===== src/rtl/mdu_pkg.sv =====
// Shared definitions for the iterative multiply/divide unit.
//   - MDU_WIDTH : default operand / HI / LO width (also the iteration count)
//   - MDU_*     : 3-bit operation codes presented on the op port
//   - mdu_state_e : control FSM states
//   - op_is_* helpers : decode of the op field used by the top level
package mdu_pkg;

  localparam int MDU_WIDTH = 32;

  localparam logic [2:0] MDU_MULT  = 3'b000;
  localparam logic [2:0] MDU_MULTU = 3'b001;
  localparam logic [2:0] MDU_DIV   = 3'b010;
  localparam logic [2:0] MDU_DIVU  = 3'b011;
  localparam logic [2:0] MDU_MTHI  = 3'b100;
  localparam logic [2:0] MDU_MTLO  = 3'b101;
  localparam logic [2:0] MDU_NOP   = 3'b110;  // 3'b111 is also a NOP

  typedef enum logic [1:0] {
    ST_IDLE   = 2'd0,
    ST_RUN    = 2'd1,
    ST_FINISH = 2'd2
  } mdu_state_e;

  // MULT/MULTU/DIV/DIVU are the only multi-cycle operations (op[2] == 0).
  function automatic logic op_is_iter(input logic [2:0] op);
    return (op[2] == 1'b0);
  endfunction

  // MULT and DIV are the signed variants (even codes below 4).
  function automatic logic op_is_signed(input logic [2:0] op);
    return (op[2] == 1'b0) && (op[0] == 1'b0);
  endfunction

  function automatic logic op_is_div(input logic [2:0] op);
    return (op[2:1] == 2'b01);
  endfunction

endpackage


===== src/rtl/mdu_step.sv =====
// Single iteration of the multiply/divide datapath (purely combinational).
//   is_div   in   1      0: shift-add multiply step, 1: restoring divide step
//   acc_hi   in   WIDTH  multiply: partial product upper half / divide: partial remainder
//   acc_lo   in   WIDTH  multiply: remaining multiplier bits / divide: dividend bits, quotient shifted in
//   operand  in   WIDTH  multiplicand (multiply) or divisor (divide), magnitudes only
//   next_hi  out  WIDTH  acc_hi after this iteration
//   next_lo  out  WIDTH  acc_lo after this iteration
module mdu_step #(
  parameter int WIDTH = 32
) (
  input  logic             is_div,
  input  logic [WIDTH-1:0] acc_hi,
  input  logic [WIDTH-1:0] acc_lo,
  input  logic [WIDTH-1:0] operand,
  output logic [WIDTH-1:0] next_hi,
  output logic [WIDTH-1:0] next_lo
);

  logic [WIDTH:0]   sum;      // multiply: carry + upper half
  logic [WIDTH:0]   shifted;  // divide: remainder with next dividend bit appended
  logic [WIDTH-1:0] diff;
  logic             fits;

  // NOTE: every output and temporary gets a value on every path through this
  // block, so no latches are inferred.
  always_comb begin
    // Multiply: add the multiplicand when the current multiplier LSB is set,
    // then shift {carry, hi, lo} right by one; the product fills in from the top.
    sum = {1'b0, acc_hi} + {1'b0, operand & {WIDTH{acc_lo[0]}}};

    // Divide: the partial remainder is always below the divisor, so the
    // shifted value is below 2*divisor and the subtraction fits in WIDTH bits.
    shifted = {acc_hi, acc_lo[WIDTH-1]};
    fits    = (shifted >= {1'b0, operand});
    diff    = shifted[WIDTH-1:0] - operand;

    if (is_div) begin
      next_hi = fits ? diff : shifted[WIDTH-1:0];
      next_lo = {acc_lo[WIDTH-2:0], fits};
    end else begin
      next_hi = sum[WIDTH:1];
      next_lo = {sum[0], acc_lo[WIDTH-1:1]};
    end
  end

endmodule


===== src/rtl/mult_div_unit.sv =====
// Iterative MIPS multiply/divide unit owning the HI/LO registers.
//   clock        in   1      rising-edge clock
//   reset        in   1      synchronous, active-high reset
//   start        in   1      request, sampled only while idle
//   op           in   3      operation code (mdu_pkg MDU_*)
//   in_s1        in   WIDTH  rs: dividend / multiplicand / MTHI-MTLO source
//   in_s2        in   WIDTH  rt: divisor / multiplier
//   busy         out  1      multiply or divide in flight
//   done         out  1      one-cycle pulse, hi/lo valid in the same cycle
//   div_by_zero  out  1      pulses with done for a DIV/DIVU with zero divisor
//   hi, lo       out  WIDTH  HI and LO registers
// Operations run on magnitudes for WIDTH cycles, then a FINISH cycle applies
// the sign fixup and writes HI/LO.
module mult_div_unit
  import mdu_pkg::*;
#(
  parameter int WIDTH = MDU_WIDTH
) (
  input  logic             clock,
  input  logic             reset,
  input  logic             start,
  input  logic [2:0]       op,
  input  logic [WIDTH-1:0] in_s1,
  input  logic [WIDTH-1:0] in_s2,
  output logic             busy,
  output logic             done,
  output logic             div_by_zero,
  output logic [WIDTH-1:0] hi,
  output logic [WIDTH-1:0] lo
);

  localparam int CW = (WIDTH > 1) ? $clog2(WIDTH) : 1;

  mdu_state_e       state_q, state_d;

  logic [CW-1:0]    count_q, count_d;
  logic [WIDTH-1:0] acc_hi_q, acc_hi_d;
  logic [WIDTH-1:0] acc_lo_q, acc_lo_d;
  logic [WIDTH-1:0] operand_q, operand_d;    // multiplicand or divisor magnitude
  logic [WIDTH-1:0] dividend_q, dividend_d;  // raw in_s1, returned in HI on divide by zero
  logic             is_div_q, is_div_d;
  logic             neg_lo_q, neg_lo_d;      // negate product / quotient
  logic             neg_hi_q, neg_hi_d;      // negate remainder
  logic             zero_div_q, zero_div_d;

  logic [WIDTH-1:0] hi_q, hi_d;
  logic [WIDTH-1:0] lo_q, lo_d;
  logic             done_q, done_d;
  logic             div_by_zero_q, div_by_zero_d;

  logic [WIDTH-1:0] step_hi, step_lo;
  logic             sgn1, sgn2;
  logic [WIDTH-1:0] mag1, mag2;
  logic [2*WIDTH-1:0] product;

  mdu_step #(.WIDTH(WIDTH)) u_step (
    .is_div  (is_div_q),
    .acc_hi  (acc_hi_q),
    .acc_lo  (acc_lo_q),
    .operand (operand_q),
    .next_hi (step_hi),
    .next_lo (step_lo)
  );

  // Operand signs only matter for MULT/DIV; unsigned ops use the raw values.
  // The magnitude of the most negative value wraps to itself, which is the
  // correct unsigned magnitude.
  assign sgn1    = op_is_signed(op) & in_s1[WIDTH-1];
  assign sgn2    = op_is_signed(op) & in_s2[WIDTH-1];
  assign mag1    = sgn1 ? -in_s1 : in_s1;
  assign mag2    = sgn2 ? -in_s2 : in_s2;
  assign product = {acc_hi_q, acc_lo_q};

  // State register and architectural state carry the synchronous reset.
  // NOTE: sequential blocks use non-blocking assignments so every flop samples
  // the values from before the edge.
  always_ff @(posedge clock) begin
    if (reset) begin
      state_q       <= ST_IDLE;
      hi_q          <= '0;
      lo_q          <= '0;
      done_q        <= 1'b0;
      div_by_zero_q <= 1'b0;
    end else begin
      state_q       <= state_d;
      hi_q          <= hi_d;
      lo_q          <= lo_d;
      done_q        <= done_d;
      div_by_zero_q <= div_by_zero_d;
    end
  end

  // NOTE: the iteration datapath has no reset; it is always loaded on the
  // accepting edge before any of it is used, and the FSM reset alone aborts
  // an operation.
  always_ff @(posedge clock) begin
    count_q    <= count_d;
    acc_hi_q   <= acc_hi_d;
    acc_lo_q   <= acc_lo_d;
    operand_q  <= operand_d;
    dividend_q <= dividend_d;
    is_div_q   <= is_div_d;
    neg_lo_q   <= neg_lo_d;
    neg_hi_q   <= neg_hi_d;
    zero_div_q <= zero_div_d;
  end

  // Next-state logic.
  always_comb begin
    state_d = state_q;
    unique case (state_q)
      ST_IDLE:   if (start && op_is_iter(op)) state_d = ST_RUN;
      ST_RUN:    if (count_q == '0)           state_d = ST_FINISH;
      ST_FINISH:                              state_d = ST_IDLE;
      default:                                state_d = ST_IDLE;
    endcase
  end

  // Datapath and output logic.
  always_comb begin
    count_d       = count_q;
    acc_hi_d      = acc_hi_q;
    acc_lo_d      = acc_lo_q;
    operand_d     = operand_q;
    dividend_d    = dividend_q;
    is_div_d      = is_div_q;
    neg_lo_d      = neg_lo_q;
    neg_hi_d      = neg_hi_q;
    zero_div_d    = zero_div_q;
    hi_d          = hi_q;
    lo_d          = lo_q;
    done_d        = 1'b0;
    div_by_zero_d = 1'b0;

    unique case (state_q)
      ST_IDLE: begin
        if (start && op_is_iter(op)) begin
          count_d    = CW'(WIDTH - 1);
          is_div_d   = op_is_div(op);
          neg_lo_d   = sgn1 ^ sgn2;
          neg_hi_d   = sgn1;
          zero_div_d = (in_s2 == '0);
          dividend_d = in_s1;
          acc_hi_d   = '0;
          // Multiply shifts the multiplier out of LO; divide shifts the
          // dividend out of LO while the quotient shifts in behind it.
          acc_lo_d   = op_is_div(op) ? mag1 : mag2;
          operand_d  = op_is_div(op) ? mag2 : mag1;
        end else if (start && op == MDU_MTHI) begin
          hi_d = in_s1;
        end else if (start && op == MDU_MTLO) begin
          lo_d = in_s1;
        end
      end
      ST_RUN: begin
        acc_hi_d = step_hi;
        acc_lo_d = step_lo;
        count_d  = count_q - CW'(1);
      end
      ST_FINISH: begin
        done_d = 1'b1;
        if (!is_div_q) begin
          {hi_d, lo_d} = neg_lo_q ? -product : product;
        end else if (zero_div_q) begin
          hi_d          = dividend_q;
          lo_d          = '1;
          div_by_zero_d = 1'b1;
        end else begin
          lo_d = neg_lo_q ? -acc_lo_q : acc_lo_q;
          hi_d = neg_hi_q ? -acc_hi_q : acc_hi_q;
        end
      end
      default: ;
    endcase
  end

  assign busy        = (state_q != ST_IDLE);
  assign done        = done_q;
  assign div_by_zero = div_by_zero_q;
  assign hi          = hi_q;
  assign lo          = lo_q;

endmodule


===== config.mk =====
export PLATFORM = sky130hd
export DESIGN_NAME = mult_div_unit
export DESIGN_NICKNAME = d
export VERILOG_FILES = /design/src/rtl/mdu_pkg.sv /design/src/rtl/mdu_step.sv /design/src/rtl/mult_div_unit.sv
export SDC_FILE = /design/constraint.sdc
export NUM_CORES = 1
export LEC_CHECK = 0
export CAP_MARGIN = 20
export CORE_UTILIZATION = 54
export DETAILED_ROUTE_END_ITERATION = 16
export PLACE_DENSITY = 0.78
export SLEW_MARGIN = 20
export SYNTH_ARGS = -nofsm -noshare
export SYNTH_HDL_FRONTEND = slang
export SYNTH_SLANG_ARGS = --single-unit

===== constraint.sdc =====
create_clock -name clock -period 7.4 [get_ports clock]
set_input_delay 0.74 -clock clock [delete_from_list [all_inputs] [get_ports clock]]
set_output_delay 0.74 -clock clock [all_outputs]
set_load 0.005 [all_outputs]

# Yosys cells after proc, flatten, opt, wreduce, memory -nomap -nowiden
# Cells that the tools add are included.
[op_classes]
n_addsub = 8
n_lt_le_gt_ge = 1
n_eq_ne = 11
mux = 32
n_bitwise = 8
n_reduce_logical = 16
[ops]
columns = ["op", "n"]
rows = [
  ["$mux W32", 20],
  ["$pmux W32 S2", 4],
  ["$neg A32 Y32", 4],
  ["$mux W64", 1],
  ["$neg A64 Y64", 1],
  ["$add A32 B32 Y33", 1],
  ["$ge A33 B32 Y1", 1],
  ["$and A32 B32 Y32", 1],
  ["$logic_not A32 Y1", 1],
  ["$sub A32 B32 Y32", 1],
  ["$ne A2 B2 Y1 const B", 6],
  ["$pmux W5 S2", 1],
  ["$eq A3 B3 Y1 const B", 2],
  ["$reduce_and A2 Y1", 3],
  ["$reduce_bool A2 Y1", 3],
  ["$logic_not A5 Y1", 1],
  ["$mux W5", 1],
  ["$sub A5 B1 Y5 const B", 1],
  ["$eq A2 B1 Y1 const B", 2],
  ["$logic_and A1 B1 Y1", 4],
  ["$mux W2", 2],
  ["$not A1 Y1", 4],
  ["$pmux W2 S2", 1],
  ["$reduce_and A4 Y1", 1],
  ["7 further kinds", 9],
]
[word_totals]
reg_bits = 205
input_bits = 70
output_inout_bits = 67
elab_cells = 90

# Logic depth before layout (Yosys ltp)
[logic_depth]
depth_word = 7
mapped_depth = 14
ltp_nobuf = 13

# By module
# From an unflattened synthesis, not the netlist that was laid out.
[hier_totals]
cells_unflattened = 2049
hier_area_um2 = 17374.2
[modules_own_cells]
columns = ["mod", "n_inst", "cells_each", "area_per_inst_um2", "seq_area_each_um2"]
rows = [
  ["mult_div_unit", 1, 1348, 12645.9, 5475.3],
  ["mdu_step", 1, 701, 4728.3, 0.0],
]

# Worst setup path before layout
# Ideal clock, no wire load.
[synth_timing]
path_kind = "input to register"
from = "input port op[2]"
to = "register acc_hi_q[0], enable pin"
setup_ps = 397
arrival_time_ps = 7214
t_required_ps = 7003
slack_ps = -211
cell_stages = 2
path_buffers = 0
cell_sequence = "nor3b_1 or2_2"
[synth_between]
elab_chain_len = 4
[synth_rtl]
columns = ["item", "line_no", "rtl"]
rows = [
  ["from (decl)", "mult_div_unit.sv:22", "input logic [2:0] op,"],
  ["$not A1 Y1", "mdu_pkg.sv:26", "return (op[2] == 1'b0);"],
  ["$logic_and A1 B1 Y1", "mult_div_unit.sv:137", "if (start && op_is_iter(op)) begin"],
  ["$ne A2 B2 Y1 (no source line)", "-", ""],
  ["$reduce_and A2 Y1 (no source line)", "-", ""],
  ["to (signal assigned)", "mult_div_unit.sv:98", "acc_hi_q <= acc_hi_d;"],
  ["to (decl)", "mult_div_unit.sv:37", "logic [WIDTH-1:0] acc_hi_q, acc_hi_d;"],
]
# Every way passes these cells.
# A chain may end at the register's enable or synchronous reset.

# Worst setup path in the final report
[layout_timing]
from = "register acc_lo_q[0]"
to = "register acc_hi_q[25] (data pin)"
[layout_between]
elab_chain_len = 4
[layout_rtl]
columns = ["item", "line_no", "rtl"]
rows = [
  ["from (decl)", "mult_div_unit.sv:38", "logic [WIDTH-1:0] acc_lo_q, acc_lo_d;"],
  ["from (signal assigned)", "mult_div_unit.sv:99", "acc_lo_q <= acc_lo_d;"],
  ["$and A32 B32 Y32", "mdu_step.sv:29", "sum = {1'b0, acc_hi} + {1'b0, operand & {WIDTH{acc_lo[0]}}};"],
  ["$add A32 B32 Y33", "mdu_step.sv:29", ""],
  ["$mux W32", "mdu_step.sv:37", "if (is_div) begin"],
  ["$pmux W32 S2", "mult_div_unit.sv:135", "unique case (state_q)"],
]
# Every way passes these cells.

==> summary.md <==
| Metric | Value |
|---|---|
| Status | `completed` |
| Final Hold Viols | `0` |
| GRT met2 Usage | `59.4%` |
| Die W | `177 um` |
| Main area contributors after synthesis | `edfxtp_1, dfxtp_1, a21oi_1` |
| Layout cells sized above 1 | `4.93%` |
| Initial antenna violation count | `0` |
| Cell Pwr Density | `about 190 nW/um^2` |
| CP Launch Type | `flop` |
| Gr usage total | `38.3%` |
| DRT Pass-1 Iters | `7` |
| Worst rel slew slack | `about a quarter` |
| Most frequent cell after synthesis | `a21oi_1` |
| Starting Density | `55.2%` |
| Dpl ws | `3.00 ns` |
| Cell Count, Final, Fillers Out | `about 2500` |
| DR vias/cell | `6.64` |
| CTS max path bufs | `3` |
| Routed WL | `60.4 mm` |
| Clock transition at the registers of the reported paths | `0.06 ns` |
| DRC viols | `0` |
| Detailed Place HPWL | `about 44 mm` |
| Worst Setup SP | `acc_lo_q[0]` |
| Diodes inserted | `0` |
| Gr ovfl total | `0` |
| Clock skew | `0.0125 ns` |
| Fmax | `0.221 GHz` |
| Setup violations, final | `0` |
| Clk_lat worst skew | `0.55 ns` |
| Input/output buffers | `136` |
| LEAKAGE | `0.00694 uW` |
| Yosys warns | `0` |
| Part of the cycle the worst path needs | `61.2%` |
| Via count | `between 15000 and 20000` |
| Tmin final | `4.53 ns` |
| Synthesized area | `16500 sq um` |
| #FFs+latches synth | `205` |
| Busiest grt layer | `met2` |
| Top cell type's share of synthesized area | `between 20% and 30%` |
| Via count of the first global-routing pass | `15400` |
| Hold Crit Class | `flop to flop` |
| TritonCTS clock tree | `done` |
| Placed cells | `2414` |
| GRT met3 Usage | `around 7.0%` |
| Net Count, Synth | `between 2000 and 2500` |
| Hold Buf Count CTS | `0` |
| Worst-Margin Slew | `1.11 ns` |
| Top_reg_cell synth | `edfxtp_1` |
| WP data required | `7.66 ns` |
| Num Clock Sinks | `205` |
| Final #Nets | `2192` |
| Yosys top cell by area | `edfxtp_1` |
| Most frequent cells after synthesis | `a21oi_1, nand2_1, nor2_1` |
| Max-cap violations | `0` |
| Distinct cells, synth | `75` |
| CP endpoint kind | `flop` |
| Instance count of the mapped netlist | `between 1500 and 2000` |
| Cell Rows | `63` |
| Setup TNS | `0 ns` |
| Setup WS post-layout | `2.87 ns` |
| Max-slew violations | `0` |
| # H-tree levels | `1` |
| DR iter-0 viols | `1870` |
| Pin count of the biggest net entering global routing | `79` |
| Hold_ws | `0.450 ns` |
| Crit path max fanout | `32` |
| Num CTS Buffers | `25` |
| Ports | `137` |
| DRT antenna net count | `0` |
| Critical path class | `flop to flop` |
| Synth-to-Final Area Change | `14.3%` |
| Hold_sp | `lo[26]` |
| First-pass GRT wire length | `91.2 mm` |
| CTS root buf | `clkbuf_16` |
| Maximum VDD drop | `182 uV` |
| Core ar. | `29900 sq um` |
| GRT met1 Usage | `between 50% and 60%` |
| EDFF count, synth | `roughly 140` |
| Final core utilization | `63.1%` |
| Die height | `roughly 180 um` |
| # resized after CTS | `0` |
| RSZ-0062 raised after global routing | `false` |
| Die area | `31200 sq um` |
| GP Congestion | `1.01` |
| Sequential fraction of the synthesis area | `33.2%` |
| Setup Fix Bufs, Post-CTS | `0` |
| Syn_area_per_cell | `8.29 sq um` |
| Worst R2R Start | `acc_lo_q[0]` |
| Arr. time, crit path | `4.79 ns` |
| FFs w/ async S/R, synth | `0%` |
| Wire length per cell | `about 25 um` |
-- area by class of cell --
| class | count | area [sq um] |
|---|---|---|
| Fill cell | 2631 | 11000 |
| Inverter | 66 | 248 |
| Clock buffer | 34 | 691 |
| Sequential cell | 205 | 5480 |
| Multi-Input combinational cell | 1594 | 10300 |
| Tap cell | 390 | 488 |
| Timing Repair Buffer | 159 | 1530 |
| Clock inverter | 11 | 76.3 |
-- layout by cell type, fill, tap and decap left out, types with 15 or more instances in the layout --
master,n
buf_4,23
edfxtp_1,137
clkbuf_16,26
clkdlybuf4s50_1,135
o31ai_1,26
a31oi_1,23
or3_1,31
nand2b_1,16
a211oi_1,42
nor2_1,189
xnor2_1,113
xor2_1,65
dfxtp_1,68
ha_1,69
o211ai_1,27
nand3_1,36
inv_1,65
nand2_1,204
o21ai_0,119
a21o_1,33
and3_1,15
nor3_1,41
mux2i_1,77
o221ai_1,36
a21oi_1,209
-- kinds of logic (layout without fill, tap and decap cells) --
logic type	count (synthesis)	after routing	share of synthesized area, %
buffers and inverters	190	270	4.40
AND/OR/NAND/NOR	631	631	17.8
adder cells (fa/ha/maj)	71	71	5.48
AO/OA/AOI/OAI	627	627	24.3
flip-flops	205	205	33.2
multiplexers	87	87	5.36
XOR/XNOR	178	178	9.45
-- path summary, 6_finish.rpt --
check / end / slack, ns / depth (start not counted)
setup / recovery: acc_hi_q[25] / 2.87 / 13
hold / removal: lo[26] / 0.45 / 2
setup reg to reg: acc_hi_q[25] / 2.87 / 13
hold reg to reg: lo[26] / 0.45 / 2
-- per-stage QoR --
step / power (uW) / cell area (sq um)
2_1_floorplan: 2080 / 16500
3_3_place_gp: 2420 / 18100
3_5_place_dp: 2430 / 18100
4_1_cts: 3600 / 18800
5_1_grt: 3760 / 18800
6_report: 3620 / 18800
-- sequential cells by signal, indices dropped and copies added (netlist names), 2 cells and up --
| name | flops |
|---|---|
| hi | 32 |
| acc_lo_q | 32 |
| state_q | 2 |
| count_q | 5 |
| operand_q | 32 |
| acc_hi_q | 32 |
| lo | 32 |
| dividend_q | 32 |
-- critical path: stages (launching register included) --
cell and delay [ns]:
edfxtp_1 0.51, inv_1 0.10, buf_4 0.37, nor2_1 0.15, fa_1 0.46, a211o_1 0.30, a2111oi_0 0.72, nor2_1 0.20
a31oi_1 0.50, o311ai_0 0.31, nand3_1 0.19, nor2b_1 0.18, xnor2_1 0.15, a211oi_1 0.09
-- layer usage --
layer,vias up,routed length (um)
li1,7474,-
met1,7781,24000
met5,-,0
met3,197,5780
met2,879,26700
met4,0,3850
-- power breakdown --
group / switching (uW) / total, uW / leakage (uW) / internal, uW
logic: 629 / 1030 / 0.00471 / 399
clock network: 520 / 1180 / 0.000386 / 659
registers: 104 / 1420 / 0.00184 / 1310
Note: power is estimated with default switching activity, not from simulation.
==> patch 1, RTL diff (same flow settings) <==
Take the reset off `hi_q` and `lo_q` and load them in a clocked block of their own.
--- a/src/rtl/mult_div_unit.sv
+++ b/src/rtl/mult_div_unit.sv
@@ -79,4 +79,2 @@
       state_q       <= ST_IDLE;
-      hi_q          <= '0;
-      lo_q          <= '0;
       done_q        <= 1'b0;
@@ -85,4 +83,2 @@
       state_q       <= state_d;
-      hi_q          <= hi_d;
-      lo_q          <= lo_d;
       done_q        <= done_d;
@@ -90,2 +86,7 @@
     end
+  end
+
+  always_ff @(posedge clock) begin
+    hi_q <= hi_d;
+    lo_q <= lo_d;
   end
Behaviour: not the same (Yosys sat finds a counterexample within 4 cycles, from zero or initial values and one cycle with reset high).
==> patch 1 against the unedited design <==
  * Sequential cell count stayed put
  * First-iteration DRC count grew 16%
  * Routed wire length shrank 7.1%
  * Synthesized cell count down 7.2%
  * Final area shrank 0.76%
  * Worst setup slack got worse by 170 ps
  * Power increased by 2.0%
  * Area after synthesis fell by 1.9%
  * Critical endpoint unchanged
==> patch 1: results (changes against the unedited design) <==
metric,value,unit,change
power.clock.fraction,0.343,,+0.017
netlist-cell-type-count,82,,+9.3%
synthTopCellsByArea,"sky130_fd_sc_hd__edfxtp_1, sky130_fd_sc_hd__a21oi_1, sky130_fd_sc_hd__ha_1",,
run_status,finished clean,,
fin_worst_skew,15.58,ps,+3.097 ps
timing.hold.worst.start,count_q[4],,
worstRegToRegCells,12,,-1
min_delay_worst_endpoint,state_q[1],,
place_congestion,0.9863,,-2.0%
synth-edff-count,201,,+47%
synth_seq_area_share,0.3781,,+0.04605
worstPathMaxFanout,33,,+3.1%
cpPeakStageDelay,830,ps,+110 ps
sw_frac_of_total,0.3261,,-0.01975
crit_slowest_cell,sky130_fd_sc_hd__inv_1,,
vdd_drop_max,0.1650,mV,-9.2%
worst_slew_margin_rel,0.2527,,-0.002555
global_route_wire_length_before_repair,84390,um,-7.4%
flop_pwr_share,0.397,,+0.006
cp_data_arrival_time,4960,ps,+170 ps
drtPass1Iterations,6,,-1
numCtsBuffers,24,,-4.0%
grt_max_degree,118,,+49%
finalNetCount,2075,,-5.3%
vias_per_cell,6.563,,-1.2%
numPortBuffers,136,,unchanged
place_hpwl,41190,um,-7.4%
syn_nets,1986,,-6.8%
groute.usage.overall,0.3604,,-0.02254
antenna_violations_before_repair,0,,unchanged
dpl_worst_slack,2812,ps,-186.9 ps
drt-initial-drc-count,2161,,+16%
fillCellCount,2413,,-8.3%
first_global_vias,14230,,-7.4%
setup_ws,2701,ps,-166.9 ps
routedWlPerCell,24.02,um,-2.2%
drive_gt1_frac,0.05686,,+0.007566
power.static_leakage,6.969,nW,+0.48%
combinationalPower,0.000960,W,-7%
==> patch 1: cell types whose count changed in the layout (fill, tap and decap cells not counted), sizes merged, moves of 16 or more <==
| cell | delta |
|---|---|
| dfxtp | -64 |
| xnor2 | -21 |
| edfxtp | +64 |
| a21o | -16 |
| o221ai | -32 |
| o21ai | +37 |
| a21oi | -17 |
==> patch 1: layout make-up <==
class	instances	area share
inverter	67	0.01345
multi-input combinational	1481	0.5074
tap	384	0.02569
sequential	205	0.3270
clock inverter	17	0.01144
timing repair buffer	155	0.08175
clock buffer	27	0.03325
==> patch 1: metrics by stage <==
step / area [sq um] / utilization / hold WS, ps / std cells
floorplan: 16180 / - / 528.0 / 1845
global placement: 17850 / 0.6135 / 556.2 / 2291
detailed placement: 17850 / 0.6135 / 556.8 / 2291
CTS: 18680 / 0.6422 / 596.2 / 2335
global route: 18700 / 0.6429 / 608.5 / 2336
finish: 18700 / 0.6429 / 591.1 / 2336
==> patch 1: cell families after synthesis <==
family / after synthesis / synth area share
AND/OR/NAND/NOR: 598 / 0.1743
AO/OA/AOI/OAI: 553 / 0.2071
flip-flops: 205 / 0.3781
XOR/XNOR: 172 / 0.09313
buffers and inverters: 159 / 0.03721
multiplexers: 87 / 0.05430
adder cells (fa/ha/maj): 71 / 0.05585
==> patch 1: critical path, delay by kind of cell (launching register included) <==
family,cells,cell delay (ps)
AOI/OAI and AO/OA,7,1750
and+or+nand+nor,2,840
buffers and inverters,1,830
DFF,1,420
adders and majority gates,1,400
xor gates and xnor gates,1,180
==> patch 1: layer usage <==
| layer | share of wire | global-route usage |
|---|---|---|
| met5 | 0.00037 | 0 |
| met2 | 0.44 | 0.5475 |
| met3 | 0.11 | 0.06136 |
| met1 | 0.40 | 0.4989 |
| met4 | 0.052 | 0.1714 |
==> patch 2, RTL diff (same flow settings) <==
Without the edit above. Set the package constant `MDU_WIDTH` to 16 (it was 32).
--- a/src/rtl/mdu_pkg.sv
+++ b/src/rtl/mdu_pkg.sv
@@ -7,3 +7,3 @@
 
-  localparam int MDU_WIDTH = 32;
+  localparam int MDU_WIDTH = 16;
 
Interface: changed (resized hi, in_s1, in_s2 and lo); port bits go from 137 to 73. No check against the original RTL was run, so the function may have changed too.
==> patch 2 against the unedited design <==
  * Worst setup slack better by 980 ps
  * Routed wire length down 61%
  * Sequential cell count down 97
  * Non-clock buffer count down 77
  * Final area down 51%
  * Core utilization up 0.080 points
  * Power down 54%
  * Area after synthesis down 50%
  * Largest power group unchanged
  * Highest routed layer unchanged
==> patch 2: results (changes against the unedited design) <==
metric,value,unit,change
run_status,finished clean,,
fillCellCount,1259,,-52%
h-tree-depth,3,,+2
grt_max_degree,66,,-16%
power.static_leakage,3.445,nW,-50%
worst_skew_pair.late_latency,350,ps,-200 ps
synth_ff_type,sky130_fd_sc_hd__edfxtp_1,,
cts_root_buffer,sky130_fd_sc_hd__clkbuf_16,,
drive_gt1_frac,0.04262,,-0.006683
crit_slowest_cell,sky130_fd_sc_hd__fa_1,,
groute.usage.overall,0.3011,,-0.08185
hold_class,register to register,,
cpPeakStageDelay,490,ps,-230 ps
place_congestion,0.9416,,-6.5%
cts_buffer_depth,2,,-1
tightestPinTransition,1060,ps,-54.28 ps
path_delay_family,compound AO/OA/AOI/OAI gates,,
synthArstFlopShare,0,,unchanged
numPortBuffers,72,,-47%
ctsResizeCount,0,,unchanged
first_global_vias,7284,,-53%
worstPathMaxFanout,16,,-50%
cp_data_arrival_time,3660,ps,-1130 ps
numCtsBuffers,9,,-64%
synth_seq_area_share,0.3469,,+0.01489
drtPass1Iterations,5,,-2
fin_worst_skew,9.750,ps,-2.733 ps
global_route_wire_length_before_repair,37650,um,-59%
finalNetCount,1081,,-51%
synthTopCellsByArea,"sky130_fd_sc_hd__edfxtp_1, sky130_fd_sc_hd__dfxtp_1, sky130_fd_sc_hd__xnor2_1",,
clkTransAtPathRegs,70,ps,
synth_common_cells,"sky130_fd_sc_hd__nand2_1, sky130_fd_sc_hd__a21oi_1, sky130_fd_sc_hd__nor2_1",,
synth-edff-count,72,,-47%
syn_nets,1044,,-51%
netlist-cell-type-count,71,,-5.3%
wirelength,23470,um,-61%
place_hpwl,17240,um,-61%
yosysWarningCount,0,,unchanged
drt-initial-drc-count,708,,-62%
antenna_cells_inserted,0,,unchanged
vias,7647,,-53%
vdd_drop_max,0.1358,mV,-25%
## patch 2: cell types whose count changed in the layout (fill, tap and decap cells not counted), sizes merged, moves of 30 or more
cell,delta
a21oi,-112
xor2,-48
a211oi,-30
xnor2,-50
nand2,-103
ha,-32
o21ai,-59
dfxtp,-32
nor2,-117
mux2i,-43
edfxtp,-65
clkdlybuf4s50,-63
## patch 2: area by class of cell
cell class | instances | area (sq um) | share of cell area
Multi-Input combinational cell | 757 | 4952 | 0.5314
Sequential cell | 108 | 2883 | 0.3093
Timing Repair Buffer | 82 | 795.8 | 0.08539
Clock buffer | 11 | 232.7 | 0.02497
Tap cell | 184 | 230.2 | 0.02470
Inverter | 46 | 172.7 | 0.01853
Clock inverter | 5 | 52.55 | 0.005639
## patch 2: final timing paths
path / from / end / slack (ps) / depth (start not counted)
min reg2reg: lo[0] / lo[0] / 450 / 2
max reg2reg: acc_lo_q[0] / acc_hi_q[15] / 3840 / 10
min: lo[0] / lo[0] / 450 / 2
max: acc_lo_q[0] / acc_hi_q[15] / 3840 / 10
## patch 2: through the flow
| stage | power, W | instance area (sq um) | setup WS [ps] | cells |
|---|---|---|---|---|
| after floorplan | 0.001047 | 8309 | 4562 | 967 |
| after global placement | 0.001172 | 9031 | 3644 | 1177 |
| after detailed placement | 0.001180 | 9031 | 3546 | 1177 |
| after CTS | 0.001653 | 9316 | 3885 | 1193 |
| after global routing | 0.001731 | 9319 | 3567 | 1193 |
| final | 0.001663 | 9319 | 3845 | 1193 |
## patch 2: worst reg2reg max path: cells and delay by family, from the launching register on
family	cells	cell delay, ps
AO/OA/AOI/OAI	5	1520
adder cells (fa/ha/maj)	1	490
buffers and inverters	1	460
flip-flops	1	450
AND/OR/NAND/NOR	3	390
## patch 2: cells by family (layout without fill, tap and decap cells)
| group | after synthesis | after routing | synth area share |
|---|---|---|---|
| simple gates | 308 | 308 | 0.1777 |
| mux | 36 | 36 | 0.04367 |
| buf+inv | 102 | 144 | 0.05767 |
| fa+ha+maj | 39 | 39 | 0.06053 |
| compound gates | 294 | 294 | 0.2292 |
| flops | 108 | 108 | 0.3469 |
| xor+xnor | 80 | 80 | 0.08432 |
## patch 2: where the power goes
| group | leakage (nW) | internal (W) | switching, W | total [W] |
|---|---|---|---|---|
| Clock | 0.131 | 0.000261 | 0.000223 | 0.000484 |
| Sequential | 0.967 | 0.000687 | 0.0000492 | 0.000737 |
| Combinational | 2.35 | 0.000185 | 0.000257 | 0.000442 |
## patch 2: per-layer routing
layer | global-route usage | wire, um | vias to the layer above
li1 | - | - | 3625
met1 | 0.3961 | 9945 | 3586
met2 | 0.4839 | 10890 | 364
met3 | 0.05777 | 1750 | 72
met4 | 0.1290 | 888 | 0
met5 | 0 | 0 | -
